## src/rtl/check_node_sorted_buffer_pkg.sv

```systemverilog
// rtl/check_node_sorted_buffer_pkg.sv - shared widths, depth and encodings for the sorted buffer
package check_node_sorted_buffer_pkg;

  localparam int CNSB_WIDTH = 5;
  localparam int CNSB_REL_W = CNSB_WIDTH + 1;
  localparam int CNSB_SYM_W = 6;
  localparam int CNSB_DEPTH = 8;
  localparam int CNSB_CNT_W = $clog2(CNSB_DEPTH) + 1;

  typedef enum logic {
    ST_FILL  = 1'b0,
    ST_DRAIN = 1'b1
  } state_t;

  typedef enum logic [1:0] {
    CELL_HOLD       = 2'd0,
    CELL_LOAD       = 2'd1,
    CELL_FROM_LOWER = 2'd2,
    CELL_FROM_UPPER = 2'd3
  } cell_op_t;

  // An empty cell acts as +infinity: it wins every compare and is never output.
  localparam logic CELL_EMPTY    = 1'b0;
  localparam logic CELL_OCCUPIED = 1'b1;

endpackage

```

## src/rtl/check_node_sorted_buffer_if.sv

```systemverilog
// rtl/check_node_sorted_buffer_if.sv - candidate input and sorted output handshake bundle
interface check_node_sorted_buffer_if
  import check_node_sorted_buffer_pkg::*;
#(
  parameter int RelW = CNSB_REL_W,
  parameter int SymW = CNSB_SYM_W,
  parameter int CntW = CNSB_CNT_W
);
  logic            in_valid;
  logic            in_ready;
  logic [RelW-1:0] in_rel;
  logic [SymW-1:0] in_sym;
  logic            in_last;
  logic            out_valid;
  logic            out_ready;
  logic [RelW-1:0] out_rel;
  logic [SymW-1:0] out_sym;
  logic            out_last;
  logic [CntW-1:0] count;

  modport master (
    output in_valid, in_rel, in_sym, in_last, out_ready,
    input  in_ready, out_valid, out_rel, out_sym, out_last, count
  );

  modport slave (
    input  in_valid, in_rel, in_sym, in_last, out_ready,
    output in_ready, out_valid, out_rel, out_sym, out_last, count
  );
endinterface

```

## src/rtl/check_node_sorted_buffer_sorted_list_cell.sv

```systemverilog
// rtl/check_node_sorted_buffer_sorted_list_cell.sv - one list cell: storage, compare and shift mux
module sorted_list_cell
  import check_node_sorted_buffer_pkg::*;
#(
  parameter int RelW = CNSB_REL_W,
  parameter int SymW = CNSB_SYM_W
) (
  input  logic            clk,
  input  logic            rst_n,
  input  cell_op_t        op,
  input  logic [RelW-1:0] in_rel,
  input  logic [SymW-1:0] in_sym,
  input  logic            lower_occ,
  input  logic [RelW-1:0] lower_rel,
  input  logic [SymW-1:0] lower_sym,
  input  logic            upper_occ,
  input  logic [RelW-1:0] upper_rel,
  input  logic [SymW-1:0] upper_sym,
  output logic            occ,
  output logic [RelW-1:0] rel,
  output logic [SymW-1:0] sym,
  output logic            lt
);

  // Strict compare keeps equal reliabilities in arrival order.
  assign lt = (occ == CELL_EMPTY) || (in_rel < rel);

  always_ff @(posedge clk or negedge rst_n) begin
    if (!rst_n) begin
      occ <= CELL_EMPTY;
      rel <= '0;
      sym <= '0;
    end else begin
      case (op)
        CELL_LOAD: begin
          occ <= CELL_OCCUPIED;
          rel <= in_rel;
          sym <= in_sym;
        end
        CELL_FROM_LOWER: begin
          occ <= lower_occ;
          rel <= lower_rel;
          sym <= lower_sym;
        end
        CELL_FROM_UPPER: begin
          occ <= upper_occ;
          rel <= upper_rel;
          sym <= upper_sym;
        end
        default: begin
          occ <= occ;
          rel <= rel;
          sym <= sym;
        end
      endcase
    end
  end

endmodule

```

## src/rtl/check_node_sorted_buffer.sv

```systemverilog
// rtl/check_node_sorted_buffer.sv - insertion-sort buffer keeping the DEPTH smallest reliabilities
module check_node_sorted_buffer
  import check_node_sorted_buffer_pkg::*;
#(
  parameter int Width = CNSB_WIDTH,
  parameter int SymW  = CNSB_SYM_W,
  parameter int DEPTH = CNSB_DEPTH
) (
  input logic                        clk,
  input logic                        rst_n,
  check_node_sorted_buffer_if.slave  bus
);

  localparam int RelW = Width + 1;
  localparam int CntW = $clog2(DEPTH) + 1;
  localparam logic [CntW-1:0] DEPTH_CNT = CntW'(DEPTH);
  localparam logic [CntW-1:0] ONE_CNT   = CntW'(1);

  state_t          state_q, state_d;
  logic [CntW-1:0] count_q;
  logic [DEPTH-1:0] therm;
  logic [DEPTH-1:0] therm_lo;
  logic [DEPTH-1:0] sel;
  logic            accept;
  logic            pop;

  logic            cell_occ [DEPTH];
  logic [RelW-1:0] cell_rel [DEPTH];
  logic [SymW-1:0] cell_sym [DEPTH];
  cell_op_t        cell_op  [DEPTH];

  for (genvar i = 0; i < DEPTH; i++) begin : g_cell
    logic            lo_occ, up_occ;
    logic [RelW-1:0] lo_rel, up_rel;
    logic [SymW-1:0] lo_sym, up_sym;

    if (i == 0) begin : g_bottom
      assign lo_occ = CELL_EMPTY;
      assign lo_rel = '0;
      assign lo_sym = '0;
    end else begin : g_lower
      assign lo_occ = cell_occ[i-1];
      assign lo_rel = cell_rel[i-1];
      assign lo_sym = cell_sym[i-1];
    end

    if (i == DEPTH - 1) begin : g_top
      assign up_occ = CELL_EMPTY;
      assign up_rel = '0;
      assign up_sym = '0;
    end else begin : g_upper
      assign up_occ = cell_occ[i+1];
      assign up_rel = cell_rel[i+1];
      assign up_sym = cell_sym[i+1];
    end

    sorted_list_cell #(
      .RelW (RelW),
      .SymW (SymW)
    ) u_cell (
      .clk       (clk),
      .rst_n     (rst_n),
      .op        (cell_op[i]),
      .in_rel    (bus.in_rel),
      .in_sym    (bus.in_sym),
      .lower_occ (lo_occ),
      .lower_rel (lo_rel),
      .lower_sym (lo_sym),
      .upper_occ (up_occ),
      .upper_rel (up_rel),
      .upper_sym (up_sym),
      .occ       (cell_occ[i]),
      .rel       (cell_rel[i]),
      .sym       (cell_sym[i]),
      .lt        (therm[i])
    );
  end

  // The list is sorted with empties on top, so the compare bits form a thermometer;
  // its lowest set bit is the insert position and everything above it shifts up.
  assign therm_lo = {therm[DEPTH-2:0], 1'b0};
  assign sel      = therm & ~therm_lo;

  assign accept = bus.in_valid && (state_q == ST_FILL);
  assign pop    = bus.out_ready && bus.out_valid;

  always_ff @(posedge clk or negedge rst_n) begin
    if (!rst_n) begin
      state_q <= ST_FILL;
    end else begin
      state_q <= state_d;
    end
  end

  always_comb begin
    state_d = state_q;
    for (int i = 0; i < DEPTH; i++) begin
      cell_op[i] = CELL_HOLD;
    end
    case (state_q)
      ST_FILL: begin
        if (accept) begin
          for (int i = 0; i < DEPTH; i++) begin
            if (sel[i]) begin
              cell_op[i] = CELL_LOAD;
            end else if (therm[i]) begin
              cell_op[i] = CELL_FROM_LOWER;
            end
          end
          if (bus.in_last) begin
            state_d = ST_DRAIN;
          end
        end
      end
      ST_DRAIN: begin
        if (pop) begin
          for (int i = 0; i < DEPTH; i++) begin
            cell_op[i] = CELL_FROM_UPPER;
          end
          if (count_q == ONE_CNT) begin
            state_d = ST_FILL;
          end
        end
      end
      default: state_d = ST_FILL;
    endcase
  end

  always_ff @(posedge clk or negedge rst_n) begin
    if (!rst_n) begin
      count_q <= '0;
    end else if (accept && (|therm) && (count_q != DEPTH_CNT)) begin
      count_q <= count_q + ONE_CNT;
    end else if ((state_q == ST_DRAIN) && pop) begin
      count_q <= count_q - ONE_CNT;
    end
  end

  assign bus.in_ready  = (state_q == ST_FILL);
  assign bus.out_valid = (state_q == ST_DRAIN) && (count_q != '0);
  assign bus.out_rel   = cell_rel[0];
  assign bus.out_sym   = cell_sym[0];
  assign bus.out_last  = (state_q == ST_DRAIN) && (count_q == ONE_CNT);
  assign bus.count     = count_q;

endmodule
```

## src/flat_wrapper.sv

```systemverilog
// flat-port wrapper written by rule: the top's interface ports become plain ports
module check_node_sorted_buffer_flat import check_node_sorted_buffer_pkg::*;
#(
  parameter int Width = CNSB_WIDTH,
  parameter int SymW  = CNSB_SYM_W,
  parameter int DEPTH = CNSB_DEPTH
)
  (clk, rst_n, bus_in_valid, bus_in_rel, bus_in_sym, bus_in_last, bus_out_ready, bus_in_ready, bus_out_valid, bus_out_rel, bus_out_sym, bus_out_last, bus_count);
  check_node_sorted_buffer_if #(.SymW(SymW)) bus_i ();
  input logic clk;
  input logic rst_n;
  input wire logic [$bits(bus_i.in_valid)-1:0] bus_in_valid;
  input wire logic [$bits(bus_i.in_rel)-1:0] bus_in_rel;
  input wire logic [$bits(bus_i.in_sym)-1:0] bus_in_sym;
  input wire logic [$bits(bus_i.in_last)-1:0] bus_in_last;
  input wire logic [$bits(bus_i.out_ready)-1:0] bus_out_ready;
  output wire logic [$bits(bus_i.in_ready)-1:0] bus_in_ready;
  output wire logic [$bits(bus_i.out_valid)-1:0] bus_out_valid;
  output wire logic [$bits(bus_i.out_rel)-1:0] bus_out_rel;
  output wire logic [$bits(bus_i.out_sym)-1:0] bus_out_sym;
  output wire logic [$bits(bus_i.out_last)-1:0] bus_out_last;
  output wire logic [$bits(bus_i.count)-1:0] bus_count;
  assign bus_i.in_valid = bus_in_valid;
  assign bus_i.in_rel = bus_in_rel;
  assign bus_i.in_sym = bus_in_sym;
  assign bus_i.in_last = bus_in_last;
  assign bus_i.out_ready = bus_out_ready;
  assign bus_in_ready = bus_i.in_ready;
  assign bus_out_valid = bus_i.out_valid;
  assign bus_out_rel = bus_i.out_rel;
  assign bus_out_sym = bus_i.out_sym;
  assign bus_out_last = bus_i.out_last;
  assign bus_count = bus_i.count;
  check_node_sorted_buffer #(.Width(Width), .SymW(SymW), .DEPTH(DEPTH)) u_core (.clk(clk), .rst_n(rst_n), .bus(bus_i));
endmodule
```

## config.mk

```make
export PLATFORM = sky130hd
export DESIGN_NAME = check_node_sorted_buffer_flat
export DESIGN_NICKNAME = d
export VERILOG_FILES = /design/src/rtl/check_node_sorted_buffer_pkg.sv /design/src/rtl/check_node_sorted_buffer_if.sv /design/src/rtl/check_node_sorted_buffer_sorted_list_cell.sv /design/src/rtl/check_node_sorted_buffer.sv /design/src/flat_wrapper.sv
export SDC_FILE = /design/constraint.sdc
export NUM_CORES = 1
export LEC_CHECK = 0
export ABC_AREA = 1
export BUFFER_PORTS_ARGS = -buffer_cell sky130_fd_sc_hd__buf_2
export CAP_MARGIN = 20
export CELL_PAD_IN_SITES_DETAIL_PLACEMENT = 1
export CELL_PAD_IN_SITES_GLOBAL_PLACEMENT = 1
export CORE_ASPECT_RATIO = 1.75
export CORE_MARGIN = 2
export CORE_UTILIZATION = 40
export CTS_CLUSTER_SIZE = 24
export DETAILED_ROUTE_END_ITERATION = 7
export GPL_TIMING_DRIVEN = 0
export PLACE_DENSITY = 0.81
export SETUP_SLACK_MARGIN = 0.05
export SYNTH_ARGS = -nofsm -noshare
export SYNTH_HDL_FRONTEND = slang
export SYNTH_SLANG_ARGS = --single-unit
```

## constraint.sdc

```tcl
create_clock -name clk -period 1.79 [get_ports clk]
set_input_delay 0.537 -clock clk [delete_from_list [all_inputs] [get_ports clk]]
set_output_delay 0.537 -clock clk [all_outputs]
set_load 0.01 [all_outputs]
```

Word level (Yosys, flattened, before mapping)
Cells that the tools add are included.
{"block": "classes", "n_addsub": 2, "mul": 0, "div": 0, "magnitude_cmp": 8, "n_eq_ne": 26, "shifts": 0, "mux": 50, "n_bitwise": 11, "reduce_logical": 26}
{"operator": "one-hot mux 6 bit (3 select lines)", "count": 16}
{"operator": "< comparator 6 bit", "count": 8}
{"operator": "== test 2 bit (second input constant)", "count": 16}
{"operator": "2-to-1 mux 16 bit", "count": 2}
{"operator": "2-to-1 mux 2 bit", "count": 16}
{"operator": "one-hot mux 16 bit (2 select lines)", "count": 1}
{"operator": "one-hot mux 1 bit (3 select lines)", "count": 8}
{"operator": "nonzero test 3 bit", "count": 8}
{"operator": "== test 2 x 1 -> 1 bit (second input constant)", "count": 8}
{"operator": "inverter 1 bit", "count": 9}
{"operator": "AND 8 bit", "count": 1}
{"operator": "logical OR 1 bit", "count": 8}
{"operator": "2-to-1 mux 4 bit", "count": 2}
{"operator": "inverter 8 bit", "count": 1}
{"operator": "OR reduction 8 bit", "count": 1}
{"operator": "logical AND 1 bit", "count": 7}
{"operator": "adder 4 x 1 -> 4 bit (second input constant)", "count": 1}
{"operator": "== test 4 x 1 -> 1 bit (second input constant)", "count": 1}
{"operator": "2-to-1 mux 1 bit", "count": 4}
{"operator": "inequality test 4 bit (second input constant)", "count": 1}
{"operator": "nonzero test 4 bit", "count": 1}
{"operator": "subtractor 4 x 1 -> 4 bit (second input constant)", "count": 1}
{"operator": "one-hot mux 1 bit (2 select lines)", "count": 1}
{"operator": "nonzero test 2 bit", "count": 1}
{"block": "word_totals", "ff_bits": 109, "latch_bits": 0, "ram_bits": 0, "rom_bits": 0, "in_bits": 17, "out_inout_bits": 19, "wordCells": 149, "memories": 0}

Longest topological paths before layout
{"block": "logic_depth", "word_depth": 9, "ltp_mapped": 16, "ltp_nobuf": 16}

Hierarchy
Synthesis repeated with hierarchy kept, for this count alone.
{"block": "unflattened", "cells_unflattened": 1225, "hier_area_um2": 8310.5}
{"module": "sorted_list_cell", "instances": 8, "cells_each": 141, "area_per_inst_um2": 960.9, "seq_area_each_um2": 325.3}
{"module": "check_node_sorted_buffer", "instances": 1, "cells_each": 97, "area_per_inst_um2": 623.1, "seq_area_each_um2": 125.1}

Worst setup path before layout
OpenSTA, ideal clock, no wires.
{"block": "synth_timing", "path_kind": "input to register", "start": "in bus_in_rel[5]", "end": "reg u_core.g_cell[2].u_cell.rel[1]", "setup_time_ns": 0.117, "arrival_ns": 1.863, "required_ns": 1.673, "slack_ns": -0.189, "cell_stages": 12, "n_path_buf": 1, "cell_sequence": "ha_1 -> nand2_1 -> inv_1 -> a21oi_2 -> nand2_1 -> nand2_1 -> nand3_2 -> buf_2 -> nand2_1 -> o221ai_1 -> nand2_1 -> nand2_1"}
{"block": "synth_via", "elab_chain_len": 9, "word_cells_on_any_way": 15, "classes_between": "order compare (2); eq/ne (3); mux (5); bitwise (2); reduce/logical (3)"}
{"item": "start: declaration", "line": "flat_wrapper.sv:13", "text": "input wire logic [$bits(bus_i.in_rel)-1:0] bus_in_rel;"}
{"item": "< comparator 6 bit", "line": "check_node_sorted_buffer_sorted_list_cell.sv:26", "text": "assign lt = (occ == CELL_EMPTY) || (in_rel < rel);"}
{"item": "logical OR 1 bit", "line": "check_node_sorted_buffer_sorted_list_cell.sv:26"}
{"item": "inverter 8 bit", "line": "check_node_sorted_buffer.sv:82", "text": "assign sel = therm & ~therm_lo;"}
{"item": "AND 8 bit", "line": "check_node_sorted_buffer.sv:82"}
{"item": "2-to-1 mux 2 bit (*)", "line": "check_node_sorted_buffer.sv:104", "text": "if (sel[i]) begin"}
{"item": "2-to-1 mux 16 bit (*)", "line": "check_node_sorted_buffer.sv:102", "text": "if (accept) begin"}
{"item": "one-hot mux 16 bit (2 select lines) (*)", "line": "check_node_sorted_buffer.sv:100", "text": "case (state_q)"}
{"item": "== test 2 bit / == test 2 x 1 -> 1 bit (equally long branches)", "line": "check_node_sorted_buffer_sorted_list_cell.sv:34", "text": "case (op)"}
{"item": "one-hot mux 6 bit (3 select lines) / nonzero test 3 bit (equally long branches)"}
{"item": "end signal: assignment", "line": "check_node_sorted_buffer_sorted_list_cell.sv:37", "text": "rel <= in_rel;"}
{"item": "end signal: assignment", "line": "check_node_sorted_buffer_sorted_list_cell.sv:42", "text": "rel <= lower_rel;"}
{"item": "end signal: assignment", "line": "check_node_sorted_buffer_sorted_list_cell.sv:47", "text": "rel <= upper_rel;"}
{"item": "end: declaration", "line": "check_node_sorted_buffer_sorted_list_cell.sv:20", "text": "output logic [RelW-1:0] rel,"}
Mark *: on every way between the ends. The rest lies on a longest branch, timed or not.
A chain may end at the register's enable or synchronous reset.

Worst setup path in the final report
{"block": "layout_timing", "start": "reg u_core.g_cell[3].u_cell.rel[1]", "end": "reg u_core.g_cell[4].u_cell.sym[2]"}
{"block": "layout_via", "elab_chain_len": 9, "word_cells_on_any_way": 12, "classes_between": "order compare (1); eq/ne (3); mux (4); bitwise (2); reduce/logical (2)"}
{"item": "start: declaration", "line": "check_node_sorted_buffer_sorted_list_cell.sv:20"}
{"item": "start signal: assignment", "line": "check_node_sorted_buffer_sorted_list_cell.sv:37"}
{"item": "start signal: assignment", "line": "check_node_sorted_buffer_sorted_list_cell.sv:42"}
{"item": "start signal: assignment", "line": "check_node_sorted_buffer_sorted_list_cell.sv:47"}
{"item": "< comparator 6 bit (*)", "line": "check_node_sorted_buffer_sorted_list_cell.sv:26"}
{"item": "logical OR 1 bit (*)", "line": "check_node_sorted_buffer_sorted_list_cell.sv:26"}
{"item": "inverter 8 bit (*)", "line": "check_node_sorted_buffer.sv:82"}
{"item": "AND 8 bit (*)", "line": "check_node_sorted_buffer.sv:82"}
{"item": "2-to-1 mux 2 bit (*)", "line": "check_node_sorted_buffer.sv:104"}
{"item": "2-to-1 mux 16 bit (*)", "line": "check_node_sorted_buffer.sv:102"}
{"item": "one-hot mux 16 bit (2 select lines) (*)", "line": "check_node_sorted_buffer.sv:100"}
{"item": "== test 2 bit / == test 2 x 1 -> 1 bit (equally long branches)", "line": "check_node_sorted_buffer_sorted_list_cell.sv:34"}
{"item": "one-hot mux 6 bit (3 select lines) / nonzero test 3 bit (equally long branches)"}
{"item": "end signal: assignment", "line": "check_node_sorted_buffer_sorted_list_cell.sv:38", "text": "sym <= in_sym;"}
{"item": "end signal: assignment", "line": "check_node_sorted_buffer_sorted_list_cell.sv:43", "text": "sym <= lower_sym;"}
{"item": "end signal: assignment", "line": "check_node_sorted_buffer_sorted_list_cell.sv:48", "text": "sym <= upper_sym;"}
{"item": "end: declaration", "line": "check_node_sorted_buffer_sorted_list_cell.sv:21", "text": "output logic [SymW-1:0] sym,"}
Marked as above.

==> qor.txt <==
Setup violators final = 110
Proportion of netlist area held by the largest area contributor = 0.381
Xor and xnor area share after synthesis = 0.00245
RSZ-0062 raised after global routing = true
Type of the most critical hold path = in2async
Num Clock Sinks = 109
Most area-consuming cells after synthesis = dfrtp_1, nand2_1, ha_1
Adder and majority cell fraction of the synthesized area = 0.0751
Placeable core region = 0.0175 mm²
Clk network pwr share = 0.092
Worst R2R Start = u_core.g_cell[3].u_cell.rel[1]
CTS buffer count = 9
Final net count = 1235
Final period util = 1.48
Count of fill cells added during filler insertion = 1916
Average instance area after synthesis = 7.31 µm²
Required time worst endpoint = 2.02 ns
#FFs+latches synth = 109
Number of routed nets with antenna violations = 0
Sort of element at the start of the critical path = flop
Switching power of the nets = 0.0136 W
Leakage Power = 5.40 nW
Clock tree from TritonCTS = yes
Critical Path Fanout Max = 5
Proportion of layout cells with a drive suffix above 1 = 0.534
Worst Tran Pin Value = 0.473 ns
Total die area = 0.0190 mm²
Number of library cell types mapped by synthesis = 33
Setup slack of the worst register-to-register path = -0.85 ns
Number of nets produced by synthesis = 1040
Type of destination of the critical path = flop
Violations in the final reports = negative setup slack
Die width = 105 µm
Critical path startpoint = u_core.g_cell[3].u_cell.rel[1]
Post-Place Worst Slack = -0.944 ns
Dominant combinational cell family by area after synthesis = simple AND/OR/NAND/NOR gates
Synth warn = 0
Most common flop cell mapped by yosys = dfrtp_1
Worst slew margin = 0.682
Final hold violation count = 0
Proportion of synthesized flip-flops having asynchronous set or reset = 1.00
DRC violations left = 0
Cell area after technology mapping = 0.00716 mm²
Number of max-slew violations in the final report = 0
Pin count of the biggest net entering global routing = 77
Routed vias = 9430
Vertical die dimension = 181 µm
Clock transition at path regs = 0.10 ns
Critical register-to-register path endpoint = u_core.g_cell[4].u_cell.sym[2]
Setup TNS Final = -49.37 ns
Yosys top cell by area = dfrtp_1
Worst Reg2Reg Path Length in Cells = 12
Maximum clock path buffer count = 2
Max Freq = 379 MHz
Worst ir drop on vdd = 0.00138 V
Latest clock arrival within the worst-skew pair = 0.40 ns
Compound-Gate Fraction of Synth Area = 0.177
Total Routing Usage GR = 0.402
Minimum hold slack = 0.0399 ns
Flop pwr share = 0.202
Ordered list of cells on the worst path = inv_2 > ha_1 > o21ai_1 > nand2_1 > nand2_1 > nand2_2 > nand2_4 > nand3_4 > buf_8 > o21ai_1 > a21oi_2 > o21ai_1
Internal power contribution = 0.0120 W
Proportion of synthesized chip area in sequential cells = 0.381
GP Congestion = 0.923
Clock tree skew after final layout = 0.0178 ns
Longest individual stage delay on the worst path = 0.42 ns
Number of antenna violations at the first check in global routing = 0
Status = finished with violations
Reported max-cap violation count = 0
Pwr Total = 0.0256 W
Fraction of the core area covered by cells at the end of the flow = 0.662
Share of synthesized area spent on multiplexers = 0
Pre-antenna DRT Iters = 5
Final antenna diode count = 0
CP max stage cell = dfrtp_1
Site row count = 64
Routed vias/inst = 6.68
Worst path arrival time = 2.87 ns
HPWL after detailed placement = 19300 µm
Register area = 0.00273 mm²
Least setup slack across all paths after layout = -0.851 ns
CP most frequent cell = o21ai_1
Port buffer count = 35
Multi-input gate area = 0.00539 mm²
Library cell used as clock root buffer = clkbuf_16
Proportion of power drawn by combinational gates = 0.706
Overflow left after global routing = 0
Via count of the first global-routing pass = 9683
Post-detailed-route wirelength per cell = 33.7 µm
Power density over the cells = 2200 mW/mm²
Number of enable-type register cells in the synthesized netlist = 0
Wire length of the first global-routing pass = 57200 µm
Category of the most critical setup path = reg2reg
Total I/O pin count = 36
Area growth from synthesis to final layout = 62.2%
Switching portion of total power = 0.531
Simple-gate portion of the synthesized area = 0.258
Starting DRT DRC Count = 784
Cell count after synthesis = 980
Final WL = 47600 µm
Clock period minus final worst setup slack = 2.64 ns
Initial Util = 0.408
H-tree levels = 3
cells in the mapped netlist, drive strengths merged, types with 5 or more instances:
master	instances
nand2	377
inv	131
dfrtp	109
o21ai	67
a21oi	57
ha	43
buf	41
nor2	41
nand3	36
a22oi	24
o221ai	23
a41oi	12
a31oi	6
o211ai	5
placed cells by master (no fill, tap or decap), types with 7 or more instances in the layout:
cell / instances
buf_2: 28
buf_4: 112
nand2_1: 230
a22oi_2: 17
nand2_4: 37
a21oi_1: 14
nor2_4: 8
inv_1: 61
buf_8: 12
dfrtp_1: 108
clkbuf_16: 12
a22oi_1: 7
ha_4: 32
o221ai_2: 16
nand2_2: 106
buf_6: 44
a41oi_2: 11
inv_2: 53
nand3_2: 10
nand3_1: 20
a21oi_4: 16
o21ai_2: 19
nor2_1: 28
buf_12: 16
inv_4: 10
o21ai_1: 43
buf_16: 8
ha_1: 11
a21oi_2: 27
worst max-delay path by stage:
stage,to,depth (start not counted)
floorplan,u_core.g_cell[2].u_cell.rel[1],12
global placement,u_core.bus.count[0],1
detailed placement,u_core.g_cell[2].u_cell.rel[2],12
CTS,u_core.bus.count[3],15
global route,u_core.g_cell[4].u_cell.sym[2],12
finish,u_core.g_cell[4].u_cell.sym[2],12
kinds of logic (layout without fill, tap and decap cells):
kind of cell    after synthesis  after routing
flops                       109            109
simple gates                455            455
xor+xnor                      2              2
buf+inv                     173            373
fa+ha+maj                    43             43
compound gates              198            198
flip-flops by register name (all words and copies together) (netlist names):
register and count:
u_core.g_cell.u_cell.rel 48, u_core.bus.count 4, u_core.g_cell.u_cell.occ 8, u_core.g_cell.u_cell.sym 48, u_core.state_q 1
final cells by class:
cell class                 instances  share of cell area
multi-input combinational        698               0.464
sequential                       109               0.235
timing repair buffer             184               0.150
buffer                            42              0.0501
inverter                         131              0.0491
tap                              231              0.0249
clock buffer                       9              0.0194
clock inverter                     7             0.00700
power groups by stage:
| stage | Clock (W) | Sequential, W | Combinational, W |
|---|---|---|---|
| finish | 0.00235 | 0.00515 | 0.0181 |
| global placement | 0 | 0.00469 | 0.00857 |
| detailed placement | 0 | 0.00473 | 0.00891 |
| CTS | 0.00221 | 0.00472 | 0.0131 |
| global route | 0.00238 | 0.00517 | 0.0185 |
| floorplan | 0 | 0.00450 | 0.00634 |
metal layers:
metal	vias to the layer above	track usage	share of wire
li1	3594	-	-
met1	4543	0.413	0.30
met2	838	0.697	0.47
met3	455	0.0624	0.095
met4	0	0.355	0.13
met5	-	0	0
critical path: cells and delay by family, from the launching register on:
family	cells	cell delay, ns
simple gates	5	0.78
flops	1	0.42
compound gates	4	0.73
buf+inv	2	0.26
fa+ha+maj	1	0.28
what timing repair did:
action,4_1_cts,5_1_grt
pin swaps,71,89
setup buffers,89,42
hold endpoints to repair,0,0
gates cloned,15,3
resized for setup,343,166
endpoints found under the setup margin,111,111
hold buffers,0,0
metrics by stage:
stage / std cells / cell area, µm²
after floorplan: 980 / 7710
after global placement: 1246 / 8180
after detailed placement: 1247 / 8210
after CTS: 1367 / 10600
after global routing: 1411 / 11600
final: 1411 / 11600
No activity file was read; power rests on OpenSTA's default activity.
